### src/rtl/mmio_responder_pkg.sv
// mmio_responder_pkg
//   Shared definitions for the MMIO register responder: the per-channel
//   state encoding, the wait-counter width, and the byte offset at which the
//   optional error counter appears (one word past the register bank).
package mmio_responder_pkg;

  localparam int WAIT_WIDTH = 4;

  typedef enum logic [1:0] {
    CH_IDLE    = 2'd0,
    CH_WAIT    = 2'd1,
    CH_RESPOND = 2'd2
  } channel_state_t;

  function automatic logic [31:0] ERROR_COUNTER_OFFSET(input int reg_count);
    return 32'(reg_count) << 2;
  endfunction

endpackage

### src/rtl/mmio_channel_fsm.sv
// mmio_channel_fsm
//   One request channel (write or read) of the MMIO responder:
//   IDLE -> WAIT -> RESPOND -> IDLE, with WAIT skipped when WAIT_STATES is 0.
//   Requests are only accepted in IDLE; anything arriving later is dropped.
// Ports
//   i_clk, i_rst        clock, synchronous active-high reset
//   i_req, i_payload    request pulse and the fields to latch with it
//   o_ready, o_busy     channel idle / not idle
//   o_done              high for the single RESPOND cycle
//   o_enter_respond     the coming edge moves the channel into RESPOND
//   o_payload           fields of the request being served (the incoming
//                       ones on the accept cycle, the latched ones after)
module mmio_channel_fsm
  import mmio_responder_pkg::*;
#(
  parameter int WAIT_STATES = 1,
  parameter int PAYLOAD_W   = 32
) (
  input  logic                 i_clk,
  input  logic                 i_rst,
  input  logic                 i_req,
  input  logic [PAYLOAD_W-1:0] i_payload,
  output logic                 o_ready,
  output logic                 o_busy,
  output logic                 o_done,
  output logic                 o_enter_respond,
  output logic [PAYLOAD_W-1:0] o_payload
);

  localparam logic [WAIT_WIDTH-1:0] WAIT_LOAD =
    WAIT_WIDTH'((WAIT_STATES > 0) ? WAIT_STATES - 1 : 0);

  channel_state_t         r_state;
  channel_state_t         w_state_next;
  logic [WAIT_WIDTH-1:0]  r_wait_cnt;
  logic [PAYLOAD_W-1:0]   r_payload;
  logic                   w_accept;

  assign w_accept = (r_state == CH_IDLE) && i_req;

  always_comb begin
    w_state_next = r_state;
    unique case (r_state)
      CH_IDLE: begin
        if (i_req) begin
          if (WAIT_STATES > 0) w_state_next = CH_WAIT;
          else                 w_state_next = CH_RESPOND;
        end
      end
      CH_WAIT:    if (r_wait_cnt == '0) w_state_next = CH_RESPOND;
      CH_RESPOND: w_state_next = CH_IDLE;
      default:    w_state_next = CH_IDLE;
    endcase
  end

  always_ff @(posedge i_clk) begin
    if (i_rst) begin
      r_state    <= CH_IDLE;
      r_wait_cnt <= '0;
    end else begin
      r_state <= w_state_next;
      if (w_accept)
        r_wait_cnt <= WAIT_LOAD;
      else if ((r_state == CH_WAIT) && (r_wait_cnt != '0))
        r_wait_cnt <= r_wait_cnt - 1'b1;
    end
  end

  // Request fields are data: latched on accept, never reset.
  always_ff @(posedge i_clk) begin
    if (w_accept) r_payload <= i_payload;
  end

  // With zero wait states the decode on the accept edge must see the
  // incoming fields, since the latch is only being loaded on that edge.
  assign o_payload       = w_accept ? i_payload : r_payload;
  assign o_enter_respond = (w_state_next == CH_RESPOND) && (r_state != CH_RESPOND);
  assign o_ready         = (r_state == CH_IDLE);
  assign o_busy          = (r_state != CH_IDLE);
  assign o_done          = (r_state == CH_RESPOND);

endmodule

### src/rtl/mmio_register_responder.sv
// mmio_register_responder
//   Slave-side responder exposing REG_COUNT 32-bit registers to the bus and to
//   peripheral logic. Independent write and read channels, each with
//   WAIT_STATES idle cycles, read-only protection through RO_MASK and error
//   responses for unmapped offsets.
//   Optional feature macro: MMIO_ERROR_INTERRUPT_EN adds error_interrupt_o and
//   a saturating 8-bit error counter at byte offset REG_COUNT*4 (write clears).
// Ports
//   clk_i, rst_i                 clock, synchronous active-high reset
//   write_request_i/address/data/strobe   write request from the interconnect
//   write_done_o/error_o         one-cycle completion and its error flag
//   write_busy_o/ready_o         write channel status
//   read_request_i/address_i     read request
//   read_data_o/done_o/error_o   registered read data and completion
//   read_busy_o/ready_o          read channel status
//   error_interrupt_o            (feature only) pulse on any errored done
//   hw_write_i, hw_data_i        per-register hardware update
//   reg_value_o                  current register contents
module mmio_register_responder
  import mmio_responder_pkg::*;
#(
  parameter int                   REG_COUNT   = 8,
  parameter int                   WAIT_STATES = 1,
  parameter logic [REG_COUNT-1:0] RO_MASK     = '0
) (
  input  logic                        clk_i,
  input  logic                        rst_i,
  input  logic                        write_request_i,
  input  logic [31:0]                 write_address_i,
  input  logic [31:0]                 write_data_i,
  input  logic [3:0]                  write_strobe_i,
  output logic                        write_done_o,
  output logic                        write_error_o,
  output logic                        write_busy_o,
  output logic                        write_ready_o,
  input  logic                        read_request_i,
  input  logic [31:0]                 read_address_i,
  output logic [31:0]                 read_data_o,
  output logic                        read_done_o,
  output logic                        read_error_o,
  output logic                        read_busy_o,
  output logic                        read_ready_o,
`ifdef MMIO_ERROR_INTERRUPT_EN
  output logic                        error_interrupt_o,
`endif
  input  logic [REG_COUNT-1:0]        hw_write_i,
  input  logic [REG_COUNT-1:0][31:0]  hw_data_i,
  output logic [REG_COUNT-1:0][31:0]  reg_value_o
);

  localparam int IDX_W = $clog2(REG_COUNT);

  logic [REG_COUNT-1:0][31:0] r_regs;
  logic [31:0]                r_read_data;
  logic                       r_rd_err;
  logic                       r_wr_err;
  logic                       r_wr_commit;

  logic [65:0]      w_wr_pl;
  logic [29:0]      w_wr_word;
  logic [31:0]      w_wr_data;
  logic [3:0]       w_wr_strb;
  logic [IDX_W-1:0] w_wr_idx;
  logic             w_wr_unmapped;
  logic             w_wr_err_dec;
  logic             w_wr_done;
  logic             w_wr_enter;

  logic [29:0]      w_rd_word;
  logic [IDX_W-1:0] w_rd_idx;
  logic             w_rd_unmapped;
  logic             w_rd_err_dec;
  logic             w_rd_done;
  logic             w_rd_enter;

  // Byte-lane bits are ignored; alignment belongs to the master.
  logic             w_unused_addr_lsbs;
  assign w_unused_addr_lsbs = ^{write_address_i[1:0], read_address_i[1:0]};

  mmio_channel_fsm #(.WAIT_STATES(WAIT_STATES), .PAYLOAD_W(66)) u_wr_fsm (
    .i_clk           (clk_i),
    .i_rst           (rst_i),
    .i_req           (write_request_i),
    .i_payload       ({write_address_i[31:2], write_data_i, write_strobe_i}),
    .o_ready         (write_ready_o),
    .o_busy          (write_busy_o),
    .o_done          (w_wr_done),
    .o_enter_respond (w_wr_enter),
    .o_payload       (w_wr_pl)
  );

  mmio_channel_fsm #(.WAIT_STATES(WAIT_STATES), .PAYLOAD_W(30)) u_rd_fsm (
    .i_clk           (clk_i),
    .i_rst           (rst_i),
    .i_req           (read_request_i),
    .i_payload       (read_address_i[31:2]),
    .o_ready         (read_ready_o),
    .o_busy          (read_busy_o),
    .o_done          (w_rd_done),
    .o_enter_respond (w_rd_enter),
    .o_payload       (w_rd_word)
  );

  assign w_wr_word     = w_wr_pl[65:36];
  assign w_wr_data     = w_wr_pl[35:4];
  assign w_wr_strb     = w_wr_pl[3:0];
  assign w_wr_idx      = w_wr_word[IDX_W-1:0];
  assign w_wr_unmapped = |w_wr_word[29:IDX_W];
  assign w_rd_idx      = w_rd_word[IDX_W-1:0];
  assign w_rd_unmapped = |w_rd_word[29:IDX_W];

`ifdef MMIO_ERROR_INTERRUPT_EN
  localparam logic [31:0] CNT_OFFSET = ERROR_COUNTER_OFFSET(REG_COUNT);

  logic [7:0] r_err_cnt;
  logic       r_wr_clr;
  logic       w_wr_is_cnt;
  logic       w_rd_is_cnt;
  logic       w_irq;

  assign w_wr_is_cnt  = (w_wr_word == CNT_OFFSET[31:2]);
  assign w_rd_is_cnt  = (w_rd_word == CNT_OFFSET[31:2]);
  assign w_wr_err_dec = (w_wr_unmapped && !w_wr_is_cnt) || (!w_wr_unmapped && RO_MASK[w_wr_idx]);
  assign w_rd_err_dec = w_rd_unmapped && !w_rd_is_cnt;
  // Errors from both channels in the same cycle merge into one pulse.
  assign w_irq             = write_error_o || read_error_o;
  assign error_interrupt_o = w_irq;

  always_ff @(posedge clk_i) begin
    if (rst_i) begin
      r_err_cnt <= '0;
      r_wr_clr  <= 1'b0;
    end else begin
      if (w_wr_enter) r_wr_clr <= w_wr_is_cnt;
      // A clear in the same cycle as a new error wins.
      if (w_wr_done && r_wr_clr)
        r_err_cnt <= '0;
      else if (w_irq && (r_err_cnt != 8'hFF))
        r_err_cnt <= r_err_cnt + 8'd1;
    end
  end
`else
  assign w_wr_err_dec = w_wr_unmapped || RO_MASK[w_wr_idx];
  assign w_rd_err_dec = w_rd_unmapped;
`endif

  // Decode is resolved on entry to RESPOND so the response flags are registered.
  always_ff @(posedge clk_i) begin
    if (rst_i) begin
      r_wr_err    <= 1'b0;
      r_wr_commit <= 1'b0;
    end else if (w_wr_enter) begin
      r_wr_err    <= w_wr_err_dec;
      r_wr_commit <= !w_wr_unmapped && !RO_MASK[w_wr_idx];
    end
  end

  // Bus commit happens on the edge ending RESPOND. Unstrobed lanes of the
  // addressed register still accept a simultaneous hardware update.
  always_ff @(posedge clk_i) begin
    if (rst_i) begin
      r_regs <= '0;
    end else begin
      for (int k = 0; k < REG_COUNT; k++) begin
        if (w_wr_done && r_wr_commit && (w_wr_idx == IDX_W'(k))) begin
          for (int b = 0; b < 4; b++) begin
            if (w_wr_strb[b])
              r_regs[k][8*b +: 8] <= w_wr_data[8*b +: 8];
            else if (hw_write_i[k])
              r_regs[k][8*b +: 8] <= hw_data_i[k][8*b +: 8];
          end
        end else if (hw_write_i[k]) begin
          r_regs[k] <= hw_data_i[k];
        end
      end
    end
  end

  // Read data is captured from the pre-commit array on entry to RESPOND
  // and held until the next read response.
  always_ff @(posedge clk_i) begin
    if (rst_i) begin
      r_read_data <= '0;
      r_rd_err    <= 1'b0;
    end else if (w_rd_enter) begin
      r_rd_err <= w_rd_err_dec;
      if (w_rd_err_dec)
        r_read_data <= '0;
`ifdef MMIO_ERROR_INTERRUPT_EN
      else if (w_rd_is_cnt)
        r_read_data <= {24'd0, r_err_cnt};
`endif
      else
        r_read_data <= r_regs[w_rd_idx];
    end
  end

  assign write_done_o  = w_wr_done;
  assign write_error_o = w_wr_done && r_wr_err;
  assign read_done_o   = w_rd_done;
  assign read_error_o  = w_rd_done && r_rd_err;
  assign read_data_o   = r_read_data;
  assign reg_value_o   = r_regs;

endmodule
### config.mk
export PLATFORM = sky130hd
export DESIGN_NAME = mmio_register_responder
export DESIGN_NICKNAME = d
export VERILOG_FILES = /design/src/rtl/mmio_responder_pkg.sv /design/src/rtl/mmio_channel_fsm.sv /design/src/rtl/mmio_register_responder.sv
export SDC_FILE = /design/constraint.sdc
export NUM_CORES = 1
export LEC_CHECK = 0
export ABC_AREA = 1
export ABC_CLOCK_PERIOD_IN_PS = 2550
export CAP_MARGIN = 40
export CORE_AREA = 10 10 251 253
export DETAILED_ROUTE_END_ITERATION = 10
export DIE_AREA = 0 0 261 263
export DONT_BUFFER_PORTS = 1
export PLACE_DENSITY = 0.57
export SYNTH_ARGS = -nofsm -noshare
export SYNTH_HDL_FRONTEND = slang
export SYNTH_HIERARCHICAL = 1
export SYNTH_SLANG_ARGS = --single-unit
### constraint.sdc
create_clock -name clk_i -period 2.55 [get_ports clk_i]
set_clock_uncertainty 0.1 [all_clocks]
set_input_delay 0.3825 -clock clk_i [delete_from_list [all_inputs] [get_ports clk_i]]
set_output_delay 0.3825 -clock clk_i [all_outputs]
set_load 0.01 [all_outputs]
# Word level (Yosys, flattened, before mapping)
# Memory sizes are Yosys's and may differ from the RTL's.
# Index checks and enable logic that the tools add are counted.
[totals]
out_inout_bits = 296
mem_bits_ro = 8
register_bits = 399
mem_count = 1
in_bits = 368
[mem_list]
columns = ["memory", "depth", "word_bits", "read_ports", "rd_clocked_by_memory_dff", "wr", "line_no", "rtl"]
rows = [
  ["(no name shown)", 8, 1, 1, 0, 0, "mmio_register_responder.sv:154", "r_wr_commit <= !w_wr_unmapped && !RO_MASK[w_wr_idx];"],
]
[op_classes]
n_reduce_logical = 106
n_lt_le_gt_ge = 2
mux = 92
n_eq_ne = 15
add_sub_neg = 2
[op_table]
columns = ["operator", "count"]
rows = [
  ["$mux 32", 18],
  ["$mux 8", 64],
  ["$bmux 32 s3", 1],
  ["$reduce_bool 2->1", 42],
  ["$mux 66", 1],
  ["$reduce_and 2->1", 32],
  ["$reduce_or 27->1", 2],
  ["$mux 30", 1],
  ["$logic_and 1x1->1", 18],
  ["$eq 3x3->1 const B", 4],
  ["$eq 2x2->1 const B", 4],
  ["$logic_not 4->1", 2],
  ["$lt 3x4->1 const B", 2],
  ["$mux 2", 4],
  ["$pmux 2 s2", 2],
  ["$reduce_bool 4->1", 2],
  ["$sub 4x1->4 const B", 2],
  ["$eq 3x2->1 const B", 2],
  ["$eq 2x1->1 const B", 2],
  ["$logic_not 2->1", 2],
  ["$ne 2x2->1 const B", 2],
  ["$reduce_or 2->1", 2],
  ["$eq 3x1->1 const B", 1],
  ["$logic_not 3->1", 1],
  ["3 further kinds", 4],
]

# Depth between registers and ports, before layout
[depth]
word_depth = 7
ltp_mapped = 14

# Modules after synthesis
# The synthesis kept the hierarchy.
[modules_own_cells]
columns = ["mod", "instances", "area_per_inst_um2", "cells_per_inst"]
rows = [
  ["mmio_register_responder", 1, 16387.0, 2261],
  ["mmio_channel_fsm (u_wr_fsm)", 1, 2469.9, 324],
  ["mmio_channel_fsm (u_rd_fsm)", 1, 1317.5, 172],
]

# Least setup slack after synthesis
# OpenSTA, ideal clock, no wires.
[synth_path]
path_type = "register to register"
from = "reg u_wr_fsm.r_state[1]"
to = "reg r_regs (netlist bit reg_value_o[44])"
setup_slack_ps = 339
arrival_ps = 1992
n_path_buf = 4
required_ps = 2331
path_stages_with_launch = 15
setup_ps = 119
cell_sequence = "dfxtp_1 nor2_4 nand2_2 inv_2 buf_6 buf_6 nand2_1 nand2_1 inv_1 nor2_4 nand2_4 buf_6 clkbuf_1 o21ai_0 a21oi_1"
[synth_between]
elab_chain_len = 7
[synth_lines]
columns = ["element", "line_no", "rtl"]
rows = [
  ["start: declaration", "mmio_channel_fsm.sv:33", "channel_state_t r_state;"],
  ["start signal: assignment", "mmio_channel_fsm.sv:61", "r_state <= w_state_next;"],
  ["$logic_not 2->1 *", "--", ""],
  ["via write_ready_o", "mmio_register_responder.sv:35", "output logic write_ready_o,"],
  ["$logic_and 1x1->1 *", "mmio_channel_fsm.sv:39", "assign w_accept = (r_state == CH_IDLE) && i_req;"],
  ["$mux 66 *", "mmio_channel_fsm.sv:76", "assign o_payload = w_accept ? i_payload : r_payload;"],
  ["via w_wr_pl[36]", "mmio_register_responder.sv:59", "logic [65:0] w_wr_pl;"],
  ["$eq 3x1->1 *", "mmio_register_responder.sv:165", "if (w_wr_done && r_wr_commit && (w_wr_idx == IDX_W'(k))) begin"],
  ["$logic_and 1x1->1 *", "mmio_register_responder.sv:165", ""],
  ["$reduce_bool 2->1 (no line)", "--", ""],
  ["$reduce_and 2->1 (no line)", "--", ""],
  ["end signal: indexed assignment", "mmio_register_responder.sv:168", "r_regs[k][8*b +: 8] <= w_wr_data[8*b +: 8];"],
  ["end signal: indexed assignment", "mmio_register_responder.sv:170", "r_regs[k][8*b +: 8] <= hw_data_i[k][8*b +: 8];"],
  ["end signal: indexed assignment", "mmio_register_responder.sv:173", "r_regs[k] <= hw_data_i[k];"],
  ["end: declaration", "mmio_register_responder.sv:53", "logic [REG_COUNT-1:0][31:0] r_regs;"],
]
# Mark *: on every way through the listed nets, which the timed path passes. The rest lies on a longest branch.
# A chain may end at the register's enable or synchronous reset.

# Final worst setup path
[layout_path]
from = "reg u_wr_fsm.r_state[1]"
to = "reg r_regs (netlist bit reg_value_o[218])"
[layout_lines]
columns = ["element", "line_no"]
rows = [
  ["$logic_not 2->1 *", "mmio_channel_fsm.sv:39"],
  ["$logic_and 1x1->1 *", "mmio_channel_fsm.sv:39"],
  ["$mux 66 *", "mmio_channel_fsm.sv:76"],
  ["via w_wr_pl[3]", "mmio_register_responder.sv:59"],
  ["$mux 8 / $reduce_bool 2->1 (equally long branches)", "--"],
  ["$mux 32 / $reduce_and 2->1 (equally long branches)", "--"],
]
# Marks and branches as above.

==> run metrics <==
R2R cell count 10; Area Overhead vs Synth 31.3%; largest family of logic cells by synthesized area compound AO/OA/AOI/OAI gates; met1 Use GR 0.323; commonest non-fill, non-tap cells in the layout 583 x o21ai_0, 429 x nand2_1, 399 x dfxtp_1, 347 x dlygate4sd3_1, 303 x nor2_1; Synth Area in Simple Gates 0.185; worst endpoint required time 2960 ps; Remaining DRCs 0; final RePlAce weighted congestion 0.929; Overflow after GRT 0; largest net degree at the start of global routing 66; Routed Antenna Nets 0; final setup vio count 0; Synth async-reset ratio 0; largest cells by area after synthesis dfxtp_1 40%, o21ai_0 14%, o21a_1 9.5%, nand2_1 8.0%, a21oi_1 7.3%; Peak Freq 420 MHz; worst vdd ir 488 uV; CTS Root Cell clkbuf_16; TritonCTS clock tree built; Placed Area 0.0209 mm^2; Wirelength per Cell 25.5 um; initial drt markers 2421; met2 Resource Use GR 0.439; Worst Hold End u_wr_fsm/r_payload[37]; Crit Path Max Fanout 33; mux cell area share after synthesis 0; sequential fraction of design power 0.406; Mapped Nets 3127; cell taking the most area after synthesis dfxtp_1; Internal 0.0122 W; Ports 664; Synth Area in Compound Gates 0.345; Synth Instances 2757; WHS Path Cells 3; Synth Area in Adders 0.00124; Post-DP HPWL 68.9 mm; Hold Path Class primary input to register; Sum Neg Setup Slack 0 ps; vias 22285; Crit Reg-Reg Startpoint u_wr_fsm/r_state[1]; Switching Power 0.00588 W; FP Rows 89; Die Span Y 263 um; pwr dens 682 mW/mm^2; Netlist cell types 30; first-pass GRT wire length 142 mm; total global routing track utilization 0.270; Hold Violations, Final 0; I/O Buffers 0; NumNets Final 3425; CP Capture Type register; Worst Tran Pin Value 785 ps; share of the synthesized area in the top cell type 0.396; Max-Cap Viols 0; commonest register cell after synthesis dfxtp_1; Synth Area in XOR/XNOR 0.000868; initial antenna violation count 12; Synth Register Bits 399; Hold Path Origin write_request_i; final instance area 0.0265 mm^2; layout cell share with drive strength beyond 1 0.0988; outcome finished, final reports clean; commonest non-fill, non-tap cell in the layout o21ai_0; crit share post-route 0.935; Post-synth EDFFs 0; vias in the first global route 21514; H-Tree Depth 2; relative slew slack 0.476; synth warn 6; worst reg2reg path endpoint reg_value_o[218]; busiest grt layer met2; met3 Use GR 0.0771; element type at the critical path start register; DRT Pass-1 Iters 6; P_leak 10.3 nW; Syn Area/Cell 7.32 um^2; Starting Density 0.346; Die Width 261 um; fin. max-slew vios 0; Cell Area, Synth 0.0202 mm^2; clock share of power 0.376; CTS Buffer Depth 3; Skew-Pair Late Insertion Delay 590 ps; CTS clk-pin slew, worst paths 60 ps; Sw Ratio 0.326; FF-to-FF setup slack 170 ps; Tmin final 2380 ps; Comb pwr share 0.217; total CTS buffers 48; CP arrival 2790 ps; unrepaired setup endpoints after global routing false; Setup CP Type register to register; Vias/cell 5.76; final wirelength 98.7 mm; sequential element share of the synthesized area 0.396; core region area 0.0582 mm^2; clock sink total 399; Final Hold Slack 38.5 ps; Util after Layout 0.455; Die Footprint 0.0686 mm^2
critical path, cell delays in order (launching register included):
cell and delay [ps]:
dfxtp_1 330, nor2_4 140, nand2_4 100, inv_2 170
buf_6 280, nand2_1 110, nand2_1 100, buf_4 180
nand2_1 330, o21a_1 300, a21oi_1 140
state kept, by name (all words and copies together), names as in the netlist, 2 cells and up:
name / flops
reg_value_o: 256
u_wr_fsm/r_payload: 66
read_data_o: 32
u_rd_fsm/r_payload: 30
u_rd_fsm/r_wait_cnt: 4
u_wr_fsm/r_wait_cnt: 4
u_rd_fsm/r_state: 2
u_wr_fsm/r_state: 2
final cells by class:
cell class | instances | area [um^2]
flip-flops and latches | 399 | 7990
fillers | 5665 | 31800
clock buffers | 63 | 1330
inverters | 42 | 173
diodes | 7 | 17.5
multi-input cells | 2090 | 10800
clock inverters | 20 | 191
well taps | 773 | 967
repair buffers | 474 | 5040
metrics by stage:
stage	setup slack [ps]	cells	total power, W
after detailed placement	67.5	3400	0.0107
final	166	3868	0.0181
after CTS	37.4	3831	0.0180
after floorplan	339	2757	0.00945
after global routing	2.16	3866	0.0188
after global placement	144	3400	0.0107
power groups by stage:
stage	combinational, W	sequential [W]	clock, W
after global placement	0.00320	0.00745	0
after detailed placement	0.00325	0.00746	0
after global routing	0.00426	0.00738	0.00714
after CTS	0.00375	0.00733	0.00689
final	0.00392	0.00734	0.00680
after floorplan	0.00221	0.00724	0
cells in the mapped netlist, types with 23 or more instances:
cell type,count
inv_1,31
o21ai_1,23
o21a_1,256
buf_4,28
nand2_1,432
a21oi_1,294
buf_6,38
clkbuf_1,117
nor2_1,304
o21ai_0,584
buf_2,41
nand3_1,100
or2_2,31
dfxtp_1,399
o21ai_4,32
per-layer routing:
| layer | part of all wire | up-vias |
|---|---|---|
| li1 | - | 10022 |
| met1 | 0.38 | 10447 |
| met2 | 0.46 | 1484 |
| met3 | 0.11 | 326 |
| met4 | 0.052 | 6 |
| met5 | 0.00045 | - |
worst max path at each step:
stage	startpoint	endpoint	slack (ps)	cells past startpoint
2_1_floorplan	u_wr_fsm/r_state[1]	reg_value_o[44]	340	14
3_3_place_gp	u_wr_fsm/r_state[1]	reg_value_o[124]	140	11
3_5_place_dp	u_wr_fsm/r_state[0]	reg_value_o[150]	70	11
4_1_cts	u_wr_fsm/r_state[0]	reg_value_o[9]	40	11
5_1_grt	u_wr_fsm/r_state[0]	reg_value_o[31]	2	11
6_report	u_wr_fsm/r_state[1]	reg_value_o[218]	170	10
timing repair:
item | in CTS | in global routing
hold endpoints to repair | 390 | 0
hold buffers | 348 | 0
buffers inserted | 0 | 30
setup endpoints to repair | 0 | 192
gates resized for setup | 0 | 8
cell families (layout without fill, tap and decap cells):
group | count (synthesis) | in the layout
compound gates | 1189 | 1189
simple gates | 897 | 897
flops | 399 | 399
buf+inv | 268 | 599
fa+ha+maj | 2 | 2
xor+xnor | 2 | 2
other cells | 0 | 7
No activity file was read; power rests on OpenSTA's default activity.
